**src/rtl/hub75_scan_reader.sv**
```systemverilog
// hub75_scan_reader: scans the upper/lower half-frame memories and drives a
// 64x64 HUB75 panel with binary-coded-modulation bitplanes.
// Optional feature: define HUB75_GAMMA_EN to pass each 4-bit colour channel
// through a fixed gamma LUT before plane-bit selection (linear otherwise).
//
// All outputs are registered. The read for a column is issued one cycle ahead
// (from the previous S_CLK, or from the end of S_SHOW), so rdata is valid while
// the FSM sits in S_DATA. Colour bits are visible from S_CLK onward and sclk
// rises one cycle later, giving a full cycle of setup before each shift edge.
// After reset, S_ADDR spends one extra cycle issuing the first read itself.
module hub75_scan_reader #(
    parameter int unsigned NUM_COLS   = 64,
    parameter int unsigned HALF_ROWS  = 32,
    parameter int unsigned BITPLANES  = 4,
    parameter int unsigned DELAY_BASE = 64,
    localparam int unsigned COL_W     = $clog2(NUM_COLS),
    localparam int unsigned ROW_W     = $clog2(HALF_ROWS)
) (
    input  logic                   clk,
    input  logic                   reset,
    input  logic [11:0]            rdata0_i,
    input  logic [11:0]            rdata1_i,
    output logic [ROW_W+COL_W-1:0] rd_addr_o,
    output logic                   rd_en_o,
    output logic                   r0_o,
    output logic                   g0_o,
    output logic                   b0_o,
    output logic                   r1_o,
    output logic                   g1_o,
    output logic                   b1_o,
    output logic                   sclk_o,
    output logic                   latch_o,
    output logic                   oe_n_o,
    output logic [ROW_W-1:0]       row_addr_o,
    output logic                   frame_done_o
);

    localparam int unsigned PLANE_W  = 2;
    localparam int unsigned DISP_MAX = DELAY_BASE << (BITPLANES - 1);
    localparam int unsigned DISP_W   = $clog2(DISP_MAX + 1);
    localparam int unsigned ADDR_W   = ROW_W + COL_W;

    localparam logic [1:0]         BIT_OFS    = 2'(4 - BITPLANES);
    localparam logic [PLANE_W-1:0] LAST_PLANE = PLANE_W'(BITPLANES - 1);
    localparam logic [COL_W-1:0]   LAST_COL   = COL_W'(NUM_COLS - 1);
    localparam logic [ROW_W-1:0]   LAST_ROW   = ROW_W'(HALF_ROWS - 1);

    typedef enum logic [2:0] {
        S_ADDR,
        S_DATA,
        S_CLK,
        S_BLANK,
        S_LATCH,
        S_SHOW
    } state_t;

    state_t              state_q;
    logic [COL_W-1:0]    col_q;
    logic [ROW_W-1:0]    row_q;
    logic [PLANE_W-1:0]  plane_q;
    logic [DISP_W-1:0]   disp_cnt_q;

    logic [ADDR_W-1:0]   rd_addr_q;
    logic                rd_en_q;
    logic [5:0]          rgb_q;
    logic                sclk_q;
    logic                latch_q;
    logic                oe_n_q;
    logic [ROW_W-1:0]    row_addr_q;
    logic                frame_done_q;

    // Per-channel intensity mapping ahead of bitplane selection.
    function automatic logic [3:0] chan_map(input logic [3:0] v);
`ifdef HUB75_GAMMA_EN
        case (v)
            4'd0, 4'd1, 4'd2, 4'd3: chan_map = 4'd0;
            4'd4, 4'd5, 4'd6:       chan_map = 4'd1;
            4'd7, 4'd8:             chan_map = 4'd2;
            4'd9:                   chan_map = 4'd3;
            4'd10:                  chan_map = 4'd4;
            4'd11:                  chan_map = 4'd5;
            4'd12:                  chan_map = 4'd7;
            4'd13:                  chan_map = 4'd9;
            4'd14:                  chan_map = 4'd12;
            default:                chan_map = 4'd15;
        endcase
`else
        chan_map = v;
`endif
    endfunction

    logic [1:0]        bit_idx_d;
    logic [3:0]        r0_nib_d, g0_nib_d, b0_nib_d;
    logic [3:0]        r1_nib_d, g1_nib_d, b1_nib_d;
    logic [5:0]        rgb_d;
    logic [COL_W-1:0]  col_inc_d;
    logic [ROW_W-1:0]  row_inc_d;
    logic [ROW_W-1:0]  show_row_d;
    logic [PLANE_W-1:0] show_plane_d;
    logic [DISP_W-1:0] disp_len_d;
    logic              disp_last_d;

    // Plane-bit extraction from the current read data.
    always_comb begin
        bit_idx_d = BIT_OFS + plane_q;
        r0_nib_d  = chan_map(rdata0_i[11:8]);
        g0_nib_d  = chan_map(rdata0_i[7:4]);
        b0_nib_d  = chan_map(rdata0_i[3:0]);
        r1_nib_d  = chan_map(rdata1_i[11:8]);
        g1_nib_d  = chan_map(rdata1_i[7:4]);
        b1_nib_d  = chan_map(rdata1_i[3:0]);
        rgb_d     = {r0_nib_d[bit_idx_d], g0_nib_d[bit_idx_d], b0_nib_d[bit_idx_d],
                     r1_nib_d[bit_idx_d], g1_nib_d[bit_idx_d], b1_nib_d[bit_idx_d]};
    end

    // Scan position successors and display-window length for the current plane.
    always_comb begin
        col_inc_d    = col_q + 1'b1;
        row_inc_d    = (row_q == LAST_ROW) ? '0 : row_q + 1'b1;
        show_row_d   = (plane_q == LAST_PLANE) ? row_inc_d : row_q;
        show_plane_d = (plane_q == LAST_PLANE) ? '0 : plane_q + 1'b1;
        disp_len_d   = DISP_W'(DELAY_BASE) << plane_q;
        disp_last_d  = (disp_cnt_q == disp_len_d - DISP_W'(1));
    end

    // Scan FSM with registered panel and memory outputs.
    always_ff @(posedge clk) begin
        if (reset) begin
            state_q      <= S_ADDR;
            col_q        <= '0;
            row_q        <= '0;
            plane_q      <= '0;
            disp_cnt_q   <= '0;
            rd_addr_q    <= '0;
            rd_en_q      <= 1'b0;
            rgb_q        <= '0;
            sclk_q       <= 1'b0;
            latch_q      <= 1'b0;
            oe_n_q       <= 1'b1;
            row_addr_q   <= '0;
            frame_done_q <= 1'b0;
        end else begin
            latch_q      <= 1'b0;
            frame_done_q <= 1'b0;
            case (state_q)
                S_ADDR: begin
                    sclk_q <= 1'b0;
                    oe_n_q <= 1'b1;
                    if (rd_en_q) begin
                        rd_en_q <= 1'b0;
                        state_q <= S_DATA;
                    end else begin
                        rd_en_q   <= 1'b1;
                        rd_addr_q <= {row_q, col_q};
                    end
                end
                S_DATA: begin
                    rd_en_q <= 1'b0;
                    rgb_q   <= rgb_d;
                    state_q <= S_CLK;
                end
                S_CLK: begin
                    sclk_q <= 1'b1;
                    if (col_q == LAST_COL) begin
                        col_q   <= '0;
                        state_q <= S_BLANK;
                    end else begin
                        col_q     <= col_inc_d;
                        rd_en_q   <= 1'b1;
                        rd_addr_q <= {row_q, col_inc_d};
                        state_q   <= S_ADDR;
                    end
                end
                S_BLANK: begin
                    sclk_q  <= 1'b0;
                    oe_n_q  <= 1'b1;
                    state_q <= S_LATCH;
                end
                S_LATCH: begin
                    latch_q    <= 1'b1;
                    row_addr_q <= row_q;
                    disp_cnt_q <= '0;
                    state_q    <= S_SHOW;
                end
                S_SHOW: begin
                    oe_n_q <= 1'b0;
                    if (disp_last_d) begin
                        disp_cnt_q <= '0;
                        plane_q    <= show_plane_d;
                        row_q      <= show_row_d;
                        rd_en_q    <= 1'b1;
                        rd_addr_q  <= {show_row_d, COL_W'(0)};
                        if (plane_q == LAST_PLANE && row_q == LAST_ROW) begin
                            frame_done_q <= 1'b1;
                        end
                        state_q <= S_ADDR;
                    end else begin
                        disp_cnt_q <= disp_cnt_q + 1'b1;
                    end
                end
                default: state_q <= S_ADDR;
            endcase
        end
    end

    assign rd_addr_o    = rd_addr_q;
    assign rd_en_o      = rd_en_q;
    assign r0_o         = rgb_q[5];
    assign g0_o         = rgb_q[4];
    assign b0_o         = rgb_q[3];
    assign r1_o         = rgb_q[2];
    assign g1_o         = rgb_q[1];
    assign b1_o         = rgb_q[0];
    assign sclk_o       = sclk_q;
    assign latch_o      = latch_q;
    assign oe_n_o       = oe_n_q;
    assign row_addr_o   = row_addr_q;
    assign frame_done_o = frame_done_q;

endmodule

```
**config.mk**
```make
export PLATFORM = sky130hd
export DESIGN_NAME = hub75_scan_reader
export DESIGN_NICKNAME = d
export VERILOG_FILES = /design/src/rtl/hub75_scan_reader.sv
export SDC_FILE = /design/constraint.sdc
export NUM_CORES = 1
export LEC_CHECK = 0
export CAP_MARGIN = 0
export CORE_ASPECT_RATIO = 0.75
export CORE_MARGIN = 2
export CORE_UTILIZATION = 45
export CTS_CLUSTER_SIZE = 24
export DETAILED_ROUTE_END_ITERATION = 16
export PLACE_DENSITY_LB_ADDON = 0.3
export REMOVE_ABC_BUFFERS = 1
export SLEW_MARGIN = 20
export SYNTH_ARGS = -nofsm -noshare
export SYNTH_HDL_FRONTEND = slang
export SYNTH_SLANG_ARGS = --single-unit
```
**constraint.sdc**
```tcl
create_clock -name clk -period 3.05 [get_ports clk]
set_input_delay 0.7625 -clock clk [delete_from_list [all_inputs] [get_ports clk]]
set_output_delay 0.7625 -clock clk [all_outputs]
set_load 0.05 [all_outputs]
```
* After elaboration in Yosys (flattened, before gate mapping)
Index checks and enable logic that the tools add are counted.
Word-level totals: output and inout bits 27, input port bits 26, bits in registers 53, logic and storage cells 82
Operators by class: reduce and logical (&&, ||, !) cells 13, multiplexer cells 34, equal/unequal tests 13, add/subtract/negate cells 5, bitwise logic cells 2, $lt $le $gt $ge 1, shift-type cells 1
Operator list (number):
- $mux 11 | 3
- $pmux 11 s3 | 1
- $pmux 10 s2 | 1
- $pmux 3 s6 | 1
- $bmux 1 s2 | 6
- $mux 1 | 11
- $add 10x1->10 const B | 1
- $eq 10x10->1 | 1
- $mux 10 | 1
- $mux 5 | 2
- $shl 7x2->10 const A | 1
- $sub 10x1->10 const B | 1
- $ne 2x2->1 const B | 4
- $add 6x1->6 const B | 1
- $eq 3x2->1 const B | 2
- $eq 3x3->1 const B | 2
- $eq 6x6->1 const B | 1
- $mux 3 | 2
- $mux 6 | 1
- $reduce_bool 2->1 | 3
- $add 5x1->5 const B | 1
- $eq 5x5->1 const B | 1
- $mux 2 | 2
- $pmux 1 s2 | 2
- 15 further kinds | 17

* Longest topological paths before layout
Gate-level depths: netlist of the first run.
word-level depth 5, depth in mapped cells 9, depth with buffers taken out 8

* Worst setup path before layout of the first run
OpenSTA, ideal clock, no wires.
path type flip-flop to flip-flop, start reg plane_q[0], end reg row_q[2], data required time 2980 ps, library setup time 70 ps, data arrival time 2344 ps, path buffers 2, cell stages (with the launch flop) 10, slack 636 ps, period minus slack after synthesis 2414 ps, cell sequence dfxtp_1 > clkbuf_1 > inv_1 > ha_1 > xor2_1 > nand3_1 > or4_1 > buf_2 > or3b_1 > a21oi_1
Between the ends: word-level cells in the longest chain between the ends 4, elaborated cells between the ends (all ways) 6, classes of those cells 1 x add/sub; 2 x eq/ne; 1 x shift; 1 x mux; 1 x reduce/logical
Ends and longest elaborated chain:
- start, declared | RTL line 60 | logic [PLANE_W-1:0] plane_q;
- start signal, assigned | RTL line 189 | plane_q <= show_plane_d;
- $shl 7x2->10 | RTL line 122 | disp_len_d = DISP_W'(DELAY_BASE) << plane_q;
- $sub 10x1->10 | RTL line 123 | disp_last_d = (disp_cnt_q == disp_len_d - DISP_W'(1));
- $eq 10x10->1 | RTL line 123
- $reduce_and 2->1 (no line)
- end signal, assigned | RTL line 190 | row_q <= show_row_d;
- end, declared | RTL line 59 | logic [ROW_W-1:0] row_q;
Parallel ways exist; a longest one is shown, timed or not. A chain may end at the register's enable or synchronous reset.

* Worst setup path in the final report of the first run
start reg plane_q[0], end reg row_q[0]
Same word-level chain as after synthesis.

==> metrics, run 1 <==
Cell Pwr Density roughly 420 mW/mm²; die area about 0.0067 mm²; DR pass1 iterations 4; Post-synth top flop dfxtp_1; Syn Inst Count around 320; RePlAce Congestion slightly below 0.9; H-tree levels 2; Die Wd 93.57 µm; chip height slightly above 70 µm; final-layout fill cell count 528; Yosys reg bits 53; first-pass GRT wire length around 11 mm; Worst Tran Pin Value approximately 0.65 ns; antenna viol nets, final 0; Post-synth EDFFs 0; crit-path max FO 11; port bufs between 50 and 60; Critical Path Start Type register; Final period util between 80% and 90%; initial antenna violation count 0; Avg Cell Area, Syn between 8 and 9 µm²; Ports between 50 and 60; fraction of layout instances using a drive strength above 1 slightly below 9%; # setup viols final 0; max-cap violation count 0; hold_buf cts 0; root buffer cell clkbuf_8; worst vdd rail ir drop 0.2327 mV; Remaining Overflow, GRT 0; required time worst endpoint 3.30 ns; postcts setup bufs 0; Synth-to-Final Area Change 25.42%; GRT Resource Usage Total between 20% and 30%; TritonCTS clock tree yes; Vias ~2500; Rel. slew slack between 50 and 60%; RSZ-0062 raised after global routing false; Final TNS setup 0 ns; Clock Tree Buf Depth 2; Core ar. between 0.005 and 0.006 mm²; n_diodes 0; run status completed; number of global-route vias before repair roughly 2300; Max Slew Vio Count 0; data arrival time of the worst path ~2.9 ns; total CTS buffers 5; Final min period 2.602 ns; largest net degree at the start of global routing 27; FF+latch area 0.001061 mm²; fraction of registers with async set/reset 0%; Reg2Reg Setup Slack 0.45 ns; PostCTS Resize Cnt 0; clock latency on the worst-skew pair around 0.32 ns; Leakage 1.240 nW; Vias/cell between 5 and 6; WS Path Type register to register; Synth Warn # 0; DRC viols 0; Hold Violations, Final 0; worst hold path type register to register; final hold slack between 0.4 and 0.5 ns; Final Net Count about 400; Rows 24; total wire length 6.601 mm; DR WL/cell 14.73 µm; CTS Sinks 53; effective utilization at floorplan 46.48%; worst clock skew 0.008536 ns; Multi-input gate area around 0.0015 mm²; Initial DRC Count 141; Yosys cell types 50; CP Capture Type register; Reg clk slew, reported paths roughly 0.10 ns; Max Freq roughly 0.38 GHz; post-DP HPWL 4.772 mm; register area share after synthesis between 30% and 40%; post-synthesis cell area ~0.0027 mm²
-- Yosys cell counts (all sizes together) (7+ instances only) --
library cell	number	area share [%]
nor3	9	1.7
a211oi	7	1.9
nand2	32	4.5
nand3	10	1.8
ha	7	3.2
nor2	22	3.0
and3	9	2.1
inv	11	1.5
o21ai	27	5.0
a21oi	42	7.8
dfxtp	53	39
clkbuf	14	2.7
mux2i	7	2.6
-- state kept, by name (all words and copies together), names as in the netlist --
register	flops
sclk_o	1
row_addr_o	5
disp_cnt_q	10
state_q	3
row_q	5
rd_en_o	1
plane_q	2
rd_addr_o	11
latch_o	1
rgb_q	6
frame_done_o	1
oe_n_o	1
col_q	6
-- where the power goes --
part / internal, mW / switching, mW
sequential: 0.717 / 0.0172
combinational: 0.111 / 0.164
clock: 0.163 / 0.246
-- cell usage in the layout, fill, tap and decap left out, types with 9 or more instances in the layout --
master,synthesis,layout
dfxtp_1,53,53
a21oi_1,42,42
o21ai_0,27,27
buf_4,1,10
nor2_1,22,22
inv_1,11,11
clkdlybuf4s50_1,0,52
and3_1,9,9
nand2_1,31,31
nor3_1,9,9
nand3_1,10,10
-- routing by layer --
metal / vias up / routed length, µm / part of all wire [%] / track usage [%]
met4: 0 / 62 / 0.94 / 5.475
met2: 81 / 2859 / 43 / 31.89
met5: - / 0 / 0 / 0
met3: 7 / 509 / 7.7 / 5.964
li1: 1260 / - / - / -
met1: 1146 / 3169 / 48 / 28.22
-- final cells by class --
class	instances	area share [%]
sequential	53	31.25
tap	78	2.874
multi-input combinational	236	44.47
clock buffer	5	2.027
timing repair buffer	62	17.54
clock inverter	3	0.6264
inverter	11	1.216
-- kinds of logic after synthesis --
family	Yosys count	share of synthesized area, %
and+or+nand+nor	111	20.75
xor gates and xnor gates	6	2.219
muxes	14	7.995
AOI/OAI and AO/OA	98	21.58
adders and majority gates	7	3.235
buffers and inverters	29	5.037
DFF	53	39.19
-- critical path: stages (launching register included) --
cell and delay [ns]:
dfxtp_1 0.69, inv_1 0.09, ha_1 0.23, xor2_1 0.19, nand3_1 0.16, or4_1 0.65, or3_1 0.36, a21oi_1 0.17
-- stage by stage --
step	total power [mW]	cells	utilization [%]	area [µm²]	setup slack, ns
6_report	1.419	448	58.29	3396	0.4480
5_1_grt	1.487	448	58.29	3396	0.2684
4_1_cts	1.433	448	58.29	3396	0.4359
3_5_place_dp	1.023	440	56.74	3306	0.4571
3_3_place_gp	1.021	440	56.74	3306	0.5491
2_1_floorplan	0.9066	300	-	2613	0.6955
-- final timing paths --
kind | from | to | cells past startpoint
worst max-delay path | plane_q[0] | row_q[0] | 7
worst min-delay path | rd_addr_o[5] | rd_addr_o[5] | 2
worst min register to register | rd_addr_o[5] | rd_addr_o[5] | 2
worst max register to register | plane_q[0] | row_q[0] | 7
Note: power is estimated with default switching activity, not from simulation.
==> run 2: changes to the inputs <==
CELL_PAD_IN_SITES_DETAIL_PLACEMENT = 0   (was default)
CELL_PAD_IN_SITES_GLOBAL_PLACEMENT = 1   (was default)
CORE_UTILIZATION = 38   (was 45)
==> run 2 against run 1 <==
  * Sequential power is essentially flat
  * Final area grew 1.5%
  * Combinational power is essentially flat
  * Fmax shrank 0.83%
  * Final cell count grew 4.5%
  * Largest cell class unchanged
  * Largest power group unchanged
  * Highest routed layer unchanged
==> metrics, run 2 (synthesis results as in run 1) <==
run status completed; WS Path Type register to register; DR pass1 iterations 4; GRT Resource Usage Total 18.33%; placed cell area between 0.003 and 0.004 mm²; post-layout power around 1.5 mW; Critical Path Start Type register; PostCTS Resize Cnt 0; crit-path max FO 11; Clock Tree Buf Depth 2; fraction of layout instances using a drive strength above 1 8.649%; CTS Sinks 53; root buffer cell clkbuf_8; Worst Tran Pin Value about 0.67 ns; Remaining Overflow, GRT 0; postcts setup bufs 0; worst hold path type register to register; effective utilization at floorplan roughly two fifths; CP Capture Type register; final cell count without fillers 468; Reg clk slew, reported paths 0.10 ns; final hold slack between 0.4 and 0.5 ns; DRC viols 0; Die Wd ~100 µm; Rel. slew slack a little under three fifths; Final min period approximately 2.6 ns; commonest non-fill, non-tap cell in the layout dfxtp_1; Synth-to-Final Area Change 27.26%; # setup viols final 0; RSZ-0062 raised after global routing false; die area 0.007823 mm²; Initial DRC Count 79; Rows 26; DR WL/cell ~14 µm; Max Slew Vio Count 0; max-cap violation count 0; first-pass GRT wire length 11.50 mm; chip height 77.10 µm; total wire length around 6.7 mm; Core ar. between 0.006 and 0.007 mm²; Ports 53; number of global-route vias before repair 2326; H-tree levels 2; Final Net Count 402; Vias/cell between 5 and 6; pre-CTS WS ~0.47 ns; TritonCTS clock tree yes; Final TNS setup 0 ns; Vias between 2000 and 3000; largest net degree at the start of global routing 37; data arrival time of the worst path around 2.9 ns; Max Freq between 0.3 and 0.4 GHz; Hold Violations, Final 0; final instance area around 0.0034 mm²; Max stage delay on crit path 0.70 ns; post-DP HPWL just under 5 mm; final worst setup slack 0.4261 ns; worst clock skew between 0.01 and 0.015 ns; final core utilization 50.20%; Final period util 86.03%; port bufs 52; hold_buf cts 0; required time worst endpoint around 3.3 ns; initial antenna violation count 0; n_diodes 0; Leakage 1.250 nW; Cell Pwr Density about 440 mW/mm²; Critical Path Slowest Stage Cell dfxtp_1; clock latency on the worst-skew pair approximately 0.32 ns; CP Cell Sequence ha_1 > xor2_2 > mux2i_1 > or4_1 > or3b_1 > a21oi_1; Largest register FFs 11; worst vdd rail ir drop 0.1922 mV; DP Cell Count between 400 and 500; commonest non-fill, non-tap cells in the layout dfxtp_1, clkdlybuf4s50_1, a21oi_1; antenna viol nets, final 0; RePlAce Congestion ~0.81; total CTS buffers 5
==> run 2: worst paths after layout <==
kind	from	endpoint	slack [ns]	cells past startpoint
max reg2reg	plane_q[0]	row_q[2]	0.43	6
max	plane_q[0]	row_q[2]	0.43	6
min reg2reg	rd_addr_o[5]	rd_addr_o[5]	0.46	2
min	rd_addr_o[5]	rd_addr_o[5]	0.46	2
==> run 2: power breakdown <==
part,switching [mW],internal [mW]
sequential,0.0169,0.717
clock,0.245,0.246
combinational,0.164,0.111
total,0.426,1.07
==> run 2: metal layers <==
metal / track usage, % / up-vias / wire (µm)
li1: - / 1258 / -
met1: 26.18 / 1177 / 3271
met2: 27.68 / 65 / 2877
met3: 4.102 / 8 / 500
met4: 5.000 / 0 / 80
met5: 0 / - / 0
==> run 2: layout make-up <==
type	instances	area (µm²)
Fill cell	660	3418
Multi-Input combinational cell	236	1510
Sequential cell	53	1061
Inverter	11	41.29
Clock inverter	3	46.29
Timing Repair Buffer	62	595.6
Tap cell	98	122.6
Clock buffer	5	68.82
==> run 2: worst max-delay path: cells and delay by family (launching register included) <==
family                   cells  cell delay (ns)
multiplexers                 1             0.15
XOR/XNOR                     1             0.22
AO/OA/AOI/OAI                1             0.12
flip-flops                   1             0.70
AND/OR/NAND/NOR              2             1.07
adder cells (fa/ha/maj)      1             0.30
